$ cat src/rtl/axi_lite_addr_router.sv
// AXI-lite slave-side address decoder: steers AW/W/B and AR/R to one of four
// targets by address, with an internal error responder and miss bookkeeping.
module axi_lite_addr_router #(
  parameter logic [31:0] S0_BASE  = 32'h0000_0000,
  parameter logic [31:0] S0_MASK  = 32'hFFFF_0000,
  parameter logic [31:0] S1_BASE  = 32'h1000_0000,
  parameter logic [31:0] S1_MASK  = 32'hFFFF_0000,
  parameter logic [31:0] S2_BASE  = 32'h2000_0000,
  parameter logic [31:0] S2_MASK  = 32'hFFFF_F000,
  parameter logic [31:0] S3_BASE  = 32'h2000_1000,
  parameter logic [31:0] S3_MASK  = 32'hFFFF_F000,
  parameter logic [31:0] ERR_DATA = 32'hBADA_DD00
) (
  input  logic         clk,
  input  logic         rst,
  input  logic [31:0]  s_awaddr,
  input  logic         s_awvalid,
  output logic         s_awready,
  input  logic [31:0]  s_wdata,
  input  logic [3:0]   s_wstrb,
  input  logic         s_wvalid,
  output logic         s_wready,
  output logic         s_bvalid,
  input  logic         s_bready,
  input  logic [31:0]  s_araddr,
  input  logic         s_arvalid,
  output logic         s_arready,
  output logic [31:0]  s_rdata,
  output logic         s_rvalid,
  input  logic         s_rready,
  output logic [127:0] m_awaddr,
  output logic [127:0] m_wdata,
  output logic [15:0]  m_wstrb,
  output logic [3:0]   m_awvalid,
  output logic [3:0]   m_wvalid,
  output logic [3:0]   m_bready,
  output logic [3:0]   m_arvalid,
  output logic [3:0]   m_rready,
  input  logic [3:0]   m_awready,
  input  logic [3:0]   m_wready,
  input  logic [3:0]   m_bvalid,
  input  logic [3:0]   m_arready,
  input  logic [3:0]   m_rvalid,
  output logic [127:0] m_araddr,
  input  logic [127:0] m_rdata,
  input  logic         err_clr,
  output logic [7:0]   err_count,
  output logic [31:0]  last_err_addr
);

  typedef enum logic [1:0] {WR_IDLE, WR_DATA, WR_RESP} wrState_t;
  typedef enum logic [0:0] {RD_IDLE, RD_RESP} rdState_t;

  wrState_t    r_wrState;
  rdState_t    r_rdState;
  logic [2:0]  r_wSel;
  logic [2:0]  r_rSel;
  logic        r_wDone;
  logic [7:0]  r_errCount;
  logic [31:0] r_lastErrAddr;

  logic [2:0]  w_awSel;
  logic [2:0]  w_arSel;
  logic        w_awMiss;
  logic        w_arMiss;
  logic        w_wSelMiss;
  logic        w_rSelMiss;
  logic        w_awHs;
  logic        w_wHs;
  logic        w_bHs;
  logic        w_arHs;
  logic        w_rHs;
  logic        w_wrMiss;
  logic        w_rdMiss;
  logic [1:0]  w_errInc;
  logic [8:0]  w_errSum;

  // Select encoding: bit 2 set means the error responder, else [1:0] is the target.
  function automatic logic [2:0] decode(input logic [31:0] addr);
    if ((addr & S0_MASK) == S0_BASE)      return 3'd0;
    else if ((addr & S1_MASK) == S1_BASE) return 3'd1;
    else if ((addr & S2_MASK) == S2_BASE) return 3'd2;
    else if ((addr & S3_MASK) == S3_BASE) return 3'd3;
    else                                  return 3'd4;
  endfunction

  assign w_awSel    = decode(s_awaddr);
  assign w_arSel    = decode(s_araddr);
  assign w_awMiss   = w_awSel[2];
  assign w_arMiss   = w_arSel[2];
  assign w_wSelMiss = r_wSel[2];
  assign w_rSelMiss = r_rSel[2];

  assign m_awaddr = {4{s_awaddr}};
  assign m_wdata  = {4{s_wdata}};
  assign m_wstrb  = {4{s_wstrb}};
  assign m_araddr = {4{s_araddr}};

  // Write channel steering; valids are held low while reset is asserted.
  always_comb begin
    m_awvalid = '0;
    m_wvalid  = '0;
    m_bready  = '0;
    s_awready = 1'b0;
    s_wready  = 1'b0;
    s_bvalid  = 1'b0;
    case (r_wrState)
      WR_IDLE: begin
        s_awready = w_awMiss ? 1'b1 : m_awready[w_awSel[1:0]];
        if (!w_awMiss) m_awvalid[w_awSel[1:0]] = s_awvalid & ~rst;
        if (s_awvalid && !r_wDone) begin
          s_wready = w_awMiss ? 1'b1 : m_wready[w_awSel[1:0]];
          if (!w_awMiss) m_wvalid[w_awSel[1:0]] = s_wvalid & ~rst;
        end
      end
      WR_DATA: begin
        s_wready = w_wSelMiss ? 1'b1 : m_wready[r_wSel[1:0]];
        if (!w_wSelMiss) m_wvalid[r_wSel[1:0]] = s_wvalid;
      end
      WR_RESP: begin
        s_bvalid = w_wSelMiss ? 1'b1 : m_bvalid[r_wSel[1:0]];
        if (!w_wSelMiss) m_bready[r_wSel[1:0]] = s_bready;
      end
      default: ;
    endcase
  end

  assign w_awHs = (r_wrState == WR_IDLE) && s_awvalid && s_awready;
  assign w_wHs  = s_wvalid && s_wready;
  assign w_bHs  = s_bvalid && s_bready;

  // A W beat accepted ahead of its AW is remembered so the burst skips WR_DATA.
  always_ff @(posedge clk or posedge rst) begin
    if (rst) begin
      r_wrState <= WR_IDLE;
      r_wSel    <= '0;
      r_wDone   <= 1'b0;
    end else begin
      case (r_wrState)
        WR_IDLE: begin
          if (w_awHs) begin
            r_wSel    <= w_awSel;
            r_wDone   <= 1'b0;
            r_wrState <= (w_wHs || r_wDone) ? WR_RESP : WR_DATA;
          end else if (w_wHs) begin
            r_wDone <= 1'b1;
          end
        end
        WR_DATA: if (w_wHs) r_wrState <= WR_RESP;
        WR_RESP: if (w_bHs) r_wrState <= WR_IDLE;
        default: r_wrState <= WR_IDLE;
      endcase
    end
  end

  always_comb begin
    m_arvalid = '0;
    m_rready  = '0;
    s_arready = 1'b0;
    s_rvalid  = 1'b0;
    s_rdata   = w_rSelMiss ? ERR_DATA : m_rdata[{r_rSel[1:0], 5'd0} +: 32];
    case (r_rdState)
      RD_IDLE: begin
        s_arready = w_arMiss ? 1'b1 : m_arready[w_arSel[1:0]];
        if (!w_arMiss) m_arvalid[w_arSel[1:0]] = s_arvalid & ~rst;
      end
      RD_RESP: begin
        s_rvalid = w_rSelMiss ? 1'b1 : m_rvalid[r_rSel[1:0]];
        if (!w_rSelMiss) m_rready[r_rSel[1:0]] = s_rready;
      end
      default: ;
    endcase
  end

  assign w_arHs = (r_rdState == RD_IDLE) && s_arvalid && s_arready;
  assign w_rHs  = s_rvalid && s_rready;

  always_ff @(posedge clk or posedge rst) begin
    if (rst) begin
      r_rdState <= RD_IDLE;
      r_rSel    <= '0;
    end else begin
      case (r_rdState)
        RD_IDLE: begin
          if (w_arHs) begin
            r_rSel    <= w_arSel;
            r_rdState <= RD_RESP;
          end
        end
        RD_RESP: if (w_rHs) r_rdState <= RD_IDLE;
        default: r_rdState <= RD_IDLE;
      endcase
    end
  end

  assign w_wrMiss = w_awHs && w_awMiss;
  assign w_rdMiss = w_arHs && w_arMiss;
  assign w_errInc = {1'b0, w_wrMiss} + {1'b0, w_rdMiss};
  assign w_errSum = {1'b0, r_errCount} + {7'd0, w_errInc};

  // Clear beats any same-cycle miss; the captured address still updates.
  always_ff @(posedge clk or posedge rst) begin
    if (rst) begin
      r_errCount    <= '0;
      r_lastErrAddr <= '0;
    end else begin
      if (err_clr)          r_errCount <= '0;
      else if (w_errSum[8]) r_errCount <= 8'hFF;
      else                  r_errCount <= w_errSum[7:0];
      if (w_rdMiss)         r_lastErrAddr <= s_araddr;
      else if (w_wrMiss)    r_lastErrAddr <= s_awaddr;
    end
  end

  assign err_count     = r_errCount;
  assign last_err_addr = r_lastErrAddr;

endmodule

$ cat config.mk
export PLATFORM = sky130hd
export DESIGN_NAME = axi_lite_addr_router
export DESIGN_NICKNAME = d
export VERILOG_FILES = /design/src/rtl/axi_lite_addr_router.sv
export SDC_FILE = /design/constraint.sdc
export NUM_CORES = 1
export LEC_CHECK = 0
export CORE_AREA = 2 2 290 292
export DETAILED_ROUTE_END_ITERATION = 8
export DIE_AREA = 0 0 292 294
export DONT_BUFFER_PORTS = 1
export SLEW_MARGIN = 15
export SYNTH_ARGS = -nofsm -noshare
export SYNTH_HDL_FRONTEND = slang
export SYNTH_SLANG_ARGS = --single-unit
$ cat constraint.sdc
create_clock -name clk -period 2.86 [get_ports clk]
set_clock_uncertainty 0.05 [all_clocks]
set_input_delay 0.572 -clock clk [delete_from_list [all_inputs] [get_ports clk]]
set_output_delay 0.572 -clock clk [all_outputs]
set_load 0.01 [all_outputs]
# After elaboration in Yosys (flattened, before gate mapping)
# Index checks and enable logic that the tools add are counted.
dict set report totals {
  input_bits 256
  ff_bits 50
  mem_count 0
  rom_bits 0
  ramBits 0
  wordCells 132
  latch_bits 0
}
dict set report op_classes {
  addsub 2
  shift 1
  mul 0
  n_mux 67
  n_lt_le_gt_ge 8
  n_reduce_logical 25
  eq_ne 11
  bitwise 11
  n_div 0
}
# op count
set op_table {}
lappend op_table {{$shiftx A128 B8 Y32} 1}
lappend op_table {{$mux W32} 3}
lappend op_table {{$eq A20 B18 Y1 const B} 4}
lappend op_table {{$logic_not A32 Y1} 2}
lappend op_table {{$mux W4} 11}
lappend op_table {{$eq A16 B13 Y1 const B} 2}
lappend op_table {{$mux W1} 25}
lappend op_table {{$and A4 B4 Y4} 6}
lappend op_table {{$mux W3} 8}
lappend op_table {{$mux W8} 2}
lappend op_table {{$logic_and A1 B1 Y1} 14}
lappend op_table {{$bmux W1 S2} 6}
lappend op_table {{$lt A2 B3 Y1 const B} 4}
lappend op_table {{$add A8 B2 Y9} 1}
lappend op_table {{$demux W1 S2} 4}
lappend op_table {{$ge A2 B1 Y1 const B} 4}
lappend op_table {{$mux W2} 4}
lappend op_table {{$pmux W4 S2} 1}
lappend op_table {{$ne A2 B2 Y1 const B} 3}
lappend op_table {{$pmux W2 S3} 1}
lappend op_table {{$reduce_and A2 Y1} 3}
lappend op_table {{$pmux W1 S2} 2}
lappend op_table {{$reduce_bool A2 Y1} 2}
lappend op_table {{$and A1 B1 Y1} 3}
lappend op_table {{8 further kinds} 9}

# Depth between registers and ports, before layout
# Gate-level depths: netlist of the first run.
dict set report logic_depth {
  word_depth 15
  depth_mapped 14
  ltp_nobuf 11
}

# Least setup slack after synthesis of the first run
# No wires, ideal clock.
dict set report synth_path {
  path_kind {input-to-reg}
  startpoint {in s_awaddr[22]}
  endpoint {reg r_errCount[6], in the netlist err_count[6]}
  path_stages 14
  setup_ns 0.132
  path_buffers 3
  path_slack_ns -0.050
  required_time_ns 2.678
  arrival_ns 2.728
  path_cell_list {nor4_1 > and4_1 > buf_2 > a21oi_4 > buf_4 > inv_1 > fa_1 > inv_1 > ha_1 > and3_1 > clkbuf_1 > nand3_1 > nor3b_1 > nor3_1}
}
dict set report synth_between {
  elab_chain_cells 15
  word_cells_on_any_way 18
  cone_classes {2 x add/sub; 3 x eq/ne; 10 x mux; 3 x reduce/logical}
}
# element line
set synth_lines {}
lappend synth_lines {{from (decl)} 16} ;# input logic [31:0] s_awaddr,
lappend synth_lines {{$eq A20 B18 Y1} 83} ;# else if ((addr & S3_MASK) == S3_BASE) return 3'd3;
lappend synth_lines {{$mux W3} 83}
lappend synth_lines {{$mux W3} 82} ;# else if ((addr & S2_MASK) == S2_BASE) return 3'd2;
lappend synth_lines {{$mux W3} 81} ;# else if ((addr & S1_MASK) == S1_BASE) return 3'd1;
lappend synth_lines {{$mux W3 *} 80} ;# if ((addr & S0_MASK) == S0_BASE) return 3'd0;
lappend synth_lines {{$bmux W1 S2} 109} ;# s_awready = w_awMiss ? 1'b1 : m_awready[w_awSel[1:0]];
lappend synth_lines {{$mux W1 (implied by the code)} 109}
lappend synth_lines {{$mux W1} 109}
lappend synth_lines {{$mux W1} 107} ;# case (r_wrState)
lappend synth_lines {{$logic_and A1 B1 Y1} 128} ;# assign w_awHs = (r_wrState == WR_IDLE) && s_awvalid && s_awready;
lappend synth_lines {{$logic_and A1 B1 Y1 *} 196} ;# assign w_wrMiss = w_awHs && w_awMiss;
lappend synth_lines {{$add A1 B1 Y2 *} 198} ;# assign w_errInc = {1'b0, w_wrMiss} + {1'b0, w_rdMiss};
lappend synth_lines {{$add A8 B2 Y9 *} 199} ;# assign w_errSum = {1'b0, r_errCount} + {7'd0, w_errInc};
lappend synth_lines {{$mux W8 *} 208} ;# else if (w_errSum[8]) r_errCount <= 8'hFF;
lappend synth_lines {{$mux W8 *} 207} ;# if (err_clr) r_errCount <= '0;
lappend synth_lines {{to (signal assigned)} 209} ;# else r_errCount <= w_errSum[7:0];
lappend synth_lines {{to (decl)} 59} ;# logic [7:0] r_errCount;
# Mark *: on every way between the ends. The rest lies on a longest branch, timed or not. The select of a mux whose other input is x is not followed.
# A chain may end at the register's enable or synchronous reset.

# Worst setup path after layout of the first run
dict set report layout_path {
  startpoint {in s_awaddr[21]}
  endpoint {out m_wvalid[1]}
}
dict set report layout_between {
  elab_chain_cells 13
  word_cells_on_any_way 17
  cone_classes {2 x order compare; 3 x eq/ne; 9 x mux; 1 x bitwise; 2 x reduce/logical}
}
# element line
set layout_lines {}
lappend layout_lines {{$eq A20 B18 Y1} 83}
lappend layout_lines {{$mux W3} 83}
lappend layout_lines {{$mux W3} 82}
lappend layout_lines {{$mux W3} 81}
lappend layout_lines {{$mux W3 *} 80}
lappend layout_lines {{$lt A2 B3 Y1 (implied by the code) / $ge A2 B1 Y1 (equally long branches)} 113} ;# if (!w_awMiss) m_wvalid[w_awSel[1:0]] = s_wvalid & ~rst;
lappend layout_lines {{$logic_and A1 B1 Y1 (implied by the code)} 113}
lappend layout_lines {{$mux W1 (implied by the code)} 113}
lappend layout_lines {{$demux W1 S2} 113}
lappend layout_lines {{$and A4 B4 Y4 (no line)} n/a}
lappend layout_lines {{$mux W4 *} 113}
lappend layout_lines {{$mux W4 *} 111} ;# if (s_awvalid && !r_wDone) begin
lappend layout_lines {{$pmux W4 S2 *} 107}
lappend layout_lines {{to (decl)} 35} ;# output logic [3:0] m_wvalid,
# Mark *: on every way between the ends. The rest lies on a longest branch, timed or not.

==> run_results.csv, run 1 <==
group,metric,value,unit
run_status,outcome,"completed",
critical_path,ff2ff_setup_slack,330,ps
global_route,grt_first_pass_wirelength,44700,um
logic_synthesis,yosys-top-cells-area,"buf_4, dfrtp_1, mux4_2, mux2i_1, a21oi_1",
global_route,grt_start_max_net_pins,66,
critical_path,critPathBufInv,3,
detailed_routing,wl_met3,5111,um
clocking,cts_buffers,5,
logic_synthesis,synth.cell_area,0.006972,mm2
logic_synthesis,yosysWarnings,0,
die,initial_core_util,8.411,%
logic_synthesis,syn_inst,802,
timing,worst_pin_slew,867.8,ps
critical_path,crit_family,"simple AND/OR/NAND/NOR gates",
critical_path,rr_startpoint,"r_wrState[0]$_DFFE_PP0P_",
logic_synthesis,async_reset_ff_share,100.0,%
timing,finalSetupViolCount,0,
die,core-area,0.08289,mm2
layout,area_growth,-15.61,%
critical_path,worstRegToRegCells,10,
critical_path,end_kind,"primary output",
critical_path,cpMostUsedCell,"buf_4",
detailed_routing,routed-wl-met2,16310,um
placement,port_buffers,0,
pwr,power_density,578.3,mW/mm2
global_route,grtUsageTotal,8.127,%
detailed_routing,drc,0,
job,maxCapViolCount,0,
layout,drive_gt1_share,30.54,%
placement,dp_hpwl,31230,um
die,die_w,292,um
logic_synthesis,yosys.area.top_type,"buf_4",
clocking,clock_latency,350,ps
logic_synthesis,synth_nets,1060,
clocking,clk_pin_slew,80,ps
timing,period_needed,2828,ps
critical_path,critPathMaxStageDelay,290,ps
critical_path,critPathKind,"in -> out",
layout,final_area,0.005883,mm2
logic_synthesis,synth.distinct_cells,47,
placement,routabilityCongestion,0.8025,
critical_path,r2r_end,"err_count[0]$_DFF_PP0_",
clocking,cts_tree,"yes",
critical_path,worst_setup_path_start_kind,"input port",
global_route,grt_antenna_before_repair,17,
timing,relSlewSlack,42.15,%
detailed_routing,drt_pre_antenna_iters,5,
detailed_routing,drtAntennaViolNets,0,
die,dieArea,0.08585,mm2
timing,drv_slew,0,
logic_synthesis,ys_seq_area_share,17.95,%
critical_path,cp.depth,8,
global_route,overflow,0,
clocking,root_buffer,"clkbuf_16",
clocking,cts_max_path_buffers,2,
logic_synthesis,ys_ff_latch,50,
logic_synthesis,synth_edf_count,0,
global_route,grt_pass1_vias,4040,
die,pin_count,753,
detailed_routing,drt_iter0_markers,222,
placement,placed_area,0.005607,mm2
detailed_routing,num_vias,4069,
critical_path,cp_max_fo,6,
timing,whs,241.5,ps
die,die_y,294,um
timing,post-route-period-util,98.89,%
timing,rsz0062_at_grt,"true",
critical_path,worst_ep_arrival_time,2210,ps
logic_synthesis,syn_avg_cell_area,8.693,um2
timing,fmax,353.6,MHz
logic_synthesis,yosysTopAreaCellShare,43.40,%
min_path,hold_path.class,"in -> reg",
critical_path,crit_slowest_cell,"o21ai_1",
detailed_routing,drt-total-wl,36470,um
critical_path,crit_required,2240,ps
detailed_routing,maxUsedRoutingLayer,"met5",
clocking,clock-sinks,50,
logic_synthesis,synth-main-ff-cell,"dfrtp_1",
detailed_routing,routedLengthMet1,13220,um
die,num_rows,106,
critical_path,crit_chain,"nor4_4 -> buf_4 -> nand4_1 -> buf_4 -> nor3_4 -> nand2b_1 -> o21ai_1 -> buf_4",
detailed_routing,vias_per_cell,2.681,
critical_path,endpoint,"m_wvalid[1]",
layout,final_nets,686,
layout,n_fill_cell,9660,
detailed_routing,wire_per_inst,24.03,um
timing,hold_viol_final,0,
critical_path,critPathLaunch,"s_awaddr[21]",
clocking,h-tree-depth,2,
pwr,vdd_drop_max,0.0002129,V
pwr,leakagePower,0.001786,uW
## how the worst min path moves through the flow
| stage | slack [ps] | depth (start not counted) | startpoint | end |
|---|---|---|---|---|
| 2_1_floorplan | 480 | 1 | r_rdState$_DFF_PP0_ | r_rdState$_DFF_PP0_ |
| 3_3_place_gp | 530 | 2 | r_wDone$_DFFE_PP0P_ | r_wDone$_DFFE_PP0P_ |
| 3_5_place_dp | 540 | 2 | r_wDone$_DFFE_PP0P_ | r_wDone$_DFFE_PP0P_ |
| 5_1_grt | 210 | 1 | err_clr | err_count[1]$_DFF_PP0_ |
| 6_report | 240 | 1 | err_clr | err_count[1]$_DFF_PP0_ |
| 4_1_cts | 210 | 1 | err_clr | err_count[1]$_DFF_PP0_ |
## placed cells by master (no fill, tap or decap), types with 3 or more instances in the layout
master	n
nor2_1	54
dfrtp_1	48
buf_4	43
a21oi_1	41
mux2i_1	36
mux4_2	35
nor2b_1	20
or2_2	17
inv_1	11
nand2_1	10
diode_2	9
and3_1	8
nand3_1	8
nor3_1	7
nand2b_1	5
clkbuf_16	5
nor4_1	4
nand4_1	4
nand3b_1	4
nor3b_1	4
a31oi_1	4
o21ai_0	4
nor4_2	3
o21ai_1	3
o21a_1	3
o31ai_2	3
xnor2_1	3
buf_12	3
## cell type report
cell class	count	area, um2	share of cell area (%)
clock buffer	5	125.1	2.127
tap	1080	1351	22.97
inverter	12	46.29	0.7869
clock inverter	3	28.78	0.4892
antenna	9	22.52	0.3828
sequential	50	1256	21.35
timing repair buffer	47	394.1	6.699
multi-input combinational	312	2659	45.19
## repair_timing
item | 4_1_cts | 5_1_grt
pin swaps | 4 | 1
setup endpoints to repair | 9 | 16
resized for setup | 17 | 2
setup buffers | 0 | 0
hold buffers | 0 | 0
## state kept, by name (all words and copies together), names as in the netlist
name	flops
err_count	8
last_err_addr	32
r_rSel	3
r_rdState	1
r_wDone	1
r_wSel	3
r_wrState	2
## per-stage QoR
| stage | setup TNS [ps] | setup slack (ps) | cells | util (%) | power [uW] |
|---|---|---|---|---|---|
| 6_report | 0 | 31.75 | 1518 | 7.097 | 3402 |
| 5_1_grt | -718.2 | -116.2 | 1514 | 7.085 | 3679 |
| 4_1_cts | -727.1 | -120.2 | 1509 | 7.057 | 3525 |
| 3_5_place_dp | -2880 | -398.1 | 1502 | 6.764 | 2737 |
| 3_3_place_gp | -3176 | -429.5 | 1502 | 6.764 | 2721 |
| 2_1_floorplan | 0 | 23.17 | 802 | - | 2748 |
## cells by family (layout without fill, tap and decap cells)
logic type	count (synthesis)	after routing	synth area share [%]
buf+inv	440	67	45.53
simple gates	159	159	12.13
compound gates	74	74	6.479
mux	74	74	17.07
flops	50	50	17.95
xor+xnor	3	3	0.3770
fa+ha+maj	2	2	0.4666
other cells	0	9	0
## power breakdown
part / leakage [uW] / switching [uW] / total, uW / internal (uW)
clock: 0.0000764 / 381 / 720 / 339
sequential: 0.000593 / 376 / 1350 / 970
combinational: 0.00112 / 807 / 1340 / 529
## synth_stat cells, drive strengths merged, types with 9 or more instances
master	count
nand3	10
dfrtp	50
a21oi	42
clkbuf	15
mux2i	36
nand2	10
buf	413
or2	18
nor4	9
mux4	35
nor2	54
inv	12
nor2b	20
nor3	9
## per-layer routing
layer	global-route usage (%)	up-vias
li1	-	1546
met2	12.53	535
met4	4.300	10
met5	0	-
met3	4.705	97
met1	8.780	1881
Note: power is estimated with default switching activity, not from simulation.
==> inputs of run 2 (changes only) <==
- MAX_ROUTING_LAYER: unset -> met4
==> run_results.csv, run 2 (synthesis gave the netlist of run 1 again) <==
group,metric,value,unit
placement,routabilityCongestion,0.8127,
layout,final_nets,686,
critical_path,critPathKind,"in -> out",
clocking,ctsHoldBuffers,0,
clocking,cts_max_path_buffers,2,
clocking,h-tree-depth,2,
pwr,power_density,575.3,mW/mm2
critical_path,worst_setup_path_start_kind,"input port",
detailed_routing,num_vias,4064,
critical_path,end_kind,"primary output",
pwr,totalPowerFinal,3395,uW
global_route,grtUsageTotal,8.368,%
layout,multi_input_area,0.002659,mm2
clocking,cts_buffers,5,
detailed_routing,drt_pre_antenna_iters,4,
critical_path,critPathMaxStageDelay,260,ps
placement,port_buffers,0,
critical_path,rr_startpoint,"r_wrState[0]$_DFFE_PP0P_",
pwr,vdd_drop_max,0.0002076,V
critical_path,crit_chain,"nor4_2 -> buf_4 -> nand4_1 -> buf_4 -> buf_6 -> or2_4 -> a31oi_4 -> nor3_2 -> buf_4",
critical_path,cpMostUsedCell,"buf_4",
critical_path,crit_required,2240,ps
placement,placed_area,0.005607,mm2
min_path,hold_path_end,"err_count[1]$_DFF_PP0_",
global_route,overflow,0,
run_status,outcome,"completed",
timing,relSlewSlack,42.27,%
layout,final_area,0.005901,mm2
die,num_rows,106,
clocking,clock_latency,350,ps
layout,n_fill_cell,9657,
die,core-area,0.08289,mm2
detailed_routing,drt_iter0_markers,261,
layout,final_cell_mix,"nor2_1, dfrtp_1, buf_4",
timing,hold_viol_final,0,
layout,largest_register_ffs,32,
die,die_y,294,um
global_route,grt_pass1_vias,4058,
detailed_routing,drc,0,
timing,fmax,355.1,MHz
timing,finalSetupViolCount,0,
placement,dp_hpwl,31230,um
timing,period_needed,2816,ps
critical_path,crit_slowest_cell,"nor4_2",
layout,final-seq-area,0.001256,mm2
timing,post-route-period-util,98.46,%
min_path,hp-start,"err_clr",
clocking,clock-sinks,50,
timing,drv_slew,0,
die,initial_core_util,8.411,%
die,dieArea,0.08585,mm2
timing,setup_slack,44.04,ps
critical_path,worst_ep_arrival_time,2190,ps
pwr,leakagePower,0.001786,uW
global_route,grt_antenna_before_repair,18,
clocking,cts_tree,"yes",
clocking,post_cts_buffers,0,
die,die_w,292,um
detailed_routing,drtAntennaViolNets,0,
global_route,grt_start_max_net_pins,66,
die,pin_count,753,
placement,dp_worst_setup_slack,-398.1,ps
min_path,hold_path.class,"in -> reg",
detailed_routing,vias_per_cell,2.665,
detailed_routing,wire_per_inst,23.88,um
layout,layout_commonest_cell,"nor2_1",
layout,drive_gt1_share,30.54,%
clocking,clk_pin_slew,80,ps
job,maxCapViolCount,0,
timing,rsz0062_at_grt,"true",
critical_path,worstRegToRegCells,10,
critical_path,r2r_end,"err_count[0]$_DFF_PP0_",
critical_path,cp_max_fo,6,
detailed_routing,drt-total-wl,36420,um
clocking,root_buffer,"clkbuf_16",
timing,worst_pin_slew,865.9,ps
critical_path,ff2ff_setup_slack,340,ps
global_route,grt_first_pass_wirelength,44730,um
min_path,whs_path_depth,1,
layout,area_growth,-15.36,%
-- run 2: what timing repair did --
action                                  in CTS  in global routing
endpoints found under the setup margin       9                 16
gates resized for setup                     17                  2
gates cloned                                 0                  0
pin swaps                                    4                  1
-- run 2: how the worst max path moves through the flow --
| stage | startpoint | cells after the start | slack (ps) | to |
|---|---|---|---|---|
| global placement | s_awaddr[21] | 9 | -430 | m_wvalid[2] |
| CTS | s_awaddr[21] | 8 | -120 | m_wvalid[3] |
| detailed placement | s_awaddr[21] | 9 | -400 | m_wvalid[3] |
| finish | s_awaddr[27] | 9 | 40 | s_awready |
| global route | s_awaddr[21] | 9 | -120 | s_awready |
| floorplan | s_awaddr[22] | 14 | 20 | err_count[6]$_DFF_PP0_ |
-- run 2: routing by layer --
layer | wire [um] | track usage (%) | part of all wire [%]
met1 | 12890 | 8.716 | 35
met2 | 16330 | 12.61 | 45
met3 | 5433 | 4.811 | 15
met4 | 1770 | 4.161 | 4.9
met5 | 0 | - | 0
-- run 2: power breakdown --
part           switching (uW)  internal [uW]
registers                 380            970
clock network             376            339
logic                     802            529
-- run 2: final cells by class --
| class | instances | area share [%] |
|---|---|---|
| flip-flops and latches | 50 | 21.29 |
| repair buffers | 47 | 6.679 |
| diodes | 16 | 0.6785 |
| well taps | 1080 | 22.90 |
| clock buffers | 5 | 2.120 |
| multi-input cells | 312 | 45.06 |
| inverters | 12 | 0.7846 |
| clock inverters | 3 | 0.4877 |
-- run 2: per-stage QoR --
stage / std cells / utilization [%] / setup TNS, ps / hold slack (ps)
after detailed placement: 1502 / 6.764 / -2880 / 536.4
after global routing: 1520 / 7.103 / -718.0 / 212.7
after global placement: 1502 / 6.764 / -3176 / 531.4
after CTS: 1509 / 7.057 / -727.1 / 208.8
final: 1525 / 7.118 / 0 / 240.7
after floorplan: 802 / - / 0 / 477.6
-- run 2: worst max-delay path, delay by kind of cell --
kind	cells	cell delay, ps
AO/OA/AOI/OAI	1	170
buffers and inverters	4	670
AND/OR/NAND/NOR	4	760
==> inputs of run 3 (changes only) <==
- GPL_TIMING_DRIVEN: unset -> 0
==> run_results.csv, run 3 (synthesis gave the netlist of run 1 again) <==
group,metric,value,unit
critical_path,crit_required,3020,ps
die,initial_core_util,8.411,%
timing,rsz0062_at_grt,"true",
layout,layout_commonest_cell,"buf_4",
timing,hold_viol_final,0,
clocking,cts_buffers,5,
critical_path,cp_max_fo,10,
timing,tns,0,ps
detailed_routing,num_vias,5656,
detailed_routing,drt_iter0_markers,238,
global_route,grt_first_pass_wirelength,51830,um
min_path,hold_path.class,"in -> async",
critical_path,end_kind,"flip-flop",
timing,drv_slew,0,
detailed_routing,vias_per_cell,2.961,
clocking,cts_tree,"yes",
die,die_y,294,um
pwr,p_sw_share,45.99,%
critical_path,worst_setup_path_start_kind,"input port",
detailed_routing,drtAntennaViolNets,0,
pwr,power_frac_comb,47.5,%
pwr,clockPowerShare,19.2,%
layout,area_growth,26.76,%
pwr,intPower,2262,uW
timing,finalSetupViolCount,0,
pwr,p_switching,1925,uW
pwr,vdd_drop_max,0.0001979,V
detailed_routing,drt_pre_antenna_iters,5,
job,maxCapViolCount,0,
die,pin_count,753,
global_route,grtUsageTotal,9.534,%
clocking,cts_max_path_buffers,2,
clocking,h-tree-depth,2,
clocking,ctsHoldBuffers,0,
pwr,totalPowerFinal,4187,uW
layout,final_cell_mix,"buf_4, nor2_1, dfrtp_1",
global_route,grt_start_max_net_pins,36,
pwr,power_density,473.8,mW/mm2
timing,fmax,359.6,MHz
global_route,grt_antenna_before_repair,10,
clocking,clock-sinks,50,
die,die_w,292,um
clocking,clock_latency,330,ps
clocking,root_buffer,"clkbuf_16",
placement,routabilityCongestion,0.9011,
timing,worst_pin_slew,941.1,ps
die,dieArea,0.08585,mm2
die,core-area,0.08289,mm2
detailed_routing,drc,0,
pwr,p_seq_share,33.3,%
timing,relSlewSlack,37.26,%
placement,port_buffers,0,
placement,dp_hpwl,37110,um
pwr,leakagePower,0.003640,uW
layout,fin_util,10.66,%
clocking,clk_pin_slew,90,ps
critical_path,critPathKind,"in -> reg",
global_route,grt_pass1_vias,5188,
critical_path,worst_ep_arrival_time,2940,ps
run_status,outcome,"completed",
timing,period_needed,2781,ps
detailed_routing,wire_per_inst,22.54,um
layout,largest_register_ffs,32,
timing,post-route-period-util,97.23,%
detailed_routing,drt-total-wl,43060,um
global_route,overflow,0,
layout,final_nets,1077,
layout,drive_gt1_share,64.02,%
die,num_rows,106,
## run 3: cell types whose count changed in the layout (fill, tap and decap cells not counted), sizes merged
cell and delta:
buf +376, clkbuf +15, diode -6, clkinv -2, bufinv +1, clkinvlp +1
## run 3: per-stage QoR
stage	cells	hold WS, ps	setup WS (ps)	instance area (um2)
global route	1906	25.14	-12.63	8827
global placement	1882	544.6	-1844	8328
finish	1910	33.57	79.33	8837
CTS	1899	11.84	11.26	8758
detailed placement	1884	412.8	-1348	8381
floorplan	802	477.6	23.17	6977
## run 3: routing by layer
layer / wire length, um / track usage, % / share of wire, % / up-vias
li1: - / - / - / 2333
met1: 16990 / 11.25 / 39 / 2747
met2: 20310 / 15.31 / 47 / 521
met3: 4169 / 2.651 / 9.7 / 55
met4: 1578 / 3.797 / 3.7 / 0
met5: 0 / - / 0 / -
## run 3: power groups by stage
stage / sequential, uW / clock, uW / combinational, uW
4_1_cts: 1410 / 867 / 2040
3_5_place_dp: 1410 / 0 / 2000
5_1_grt: 1440 / 880 / 2170
2_1_floorplan: 1250 / 0 / 1500
3_3_place_gp: 1410 / 0 / 1980
6_report: 1390 / 802 / 1990
## run 3: path summary, 6_finish.rpt
| check | from | endpoint | cells past startpoint | slack (ps) |
|---|---|---|---|---|
| worst min-delay path | rst | last_err_addr[28]$_DFFE_PP0P_ | 1 | 30 |
| worst max register to register | r_wrState[1]$_DFFE_PP0P_ | err_count[6]$_DFF_PP0_ | 13 | 130 |
| min in group clk | s_araddr[4] | last_err_addr[4]$_DFFE_PP0P_ | 2 | 350 |
| worst max-delay path | s_awaddr[26] | err_count[6]$_DFF_PP0_ | 15 | 80 |
| max in group asynchronous | rst | last_err_addr[21]$_DFFE_PP0P_ | 2 | 2180 |
| worst min register to register | r_rdState$_DFF_PP0_ | r_rdState$_DFF_PP0_ | 1 | 560 |
## run 3: repair_timing
action                                  CTS  global route
endpoints found under the setup margin   63            20
pin swaps                                 6             0
buffers inserted                          9             1
gates resized for setup                  33            17
## run 3: cell type report
type	count	area, um2
clock inverter	3	48.80
tap	1080	1351
buffer	426	3173
multi-input combinational	312	2686
sequential	50	1257
fill	9611	74050
antenna	10	25.02
clock buffer	5	125.1
timing repair buffer	12	122.6
inverter	12	47.55
## run 3: critical path, cell delays in order
cell and delay, ps:
nor4_4 20, buf_4 160, and4_1 190, clkbuf_4 180, a21oi_4 160, buf_8 180, inv_1 120, fa_1 420
inv_1 70, ha_1 170, and3_1 160, clkbuf_2 160, nand3_1 90, nor3b_1 200, nor3_1 70
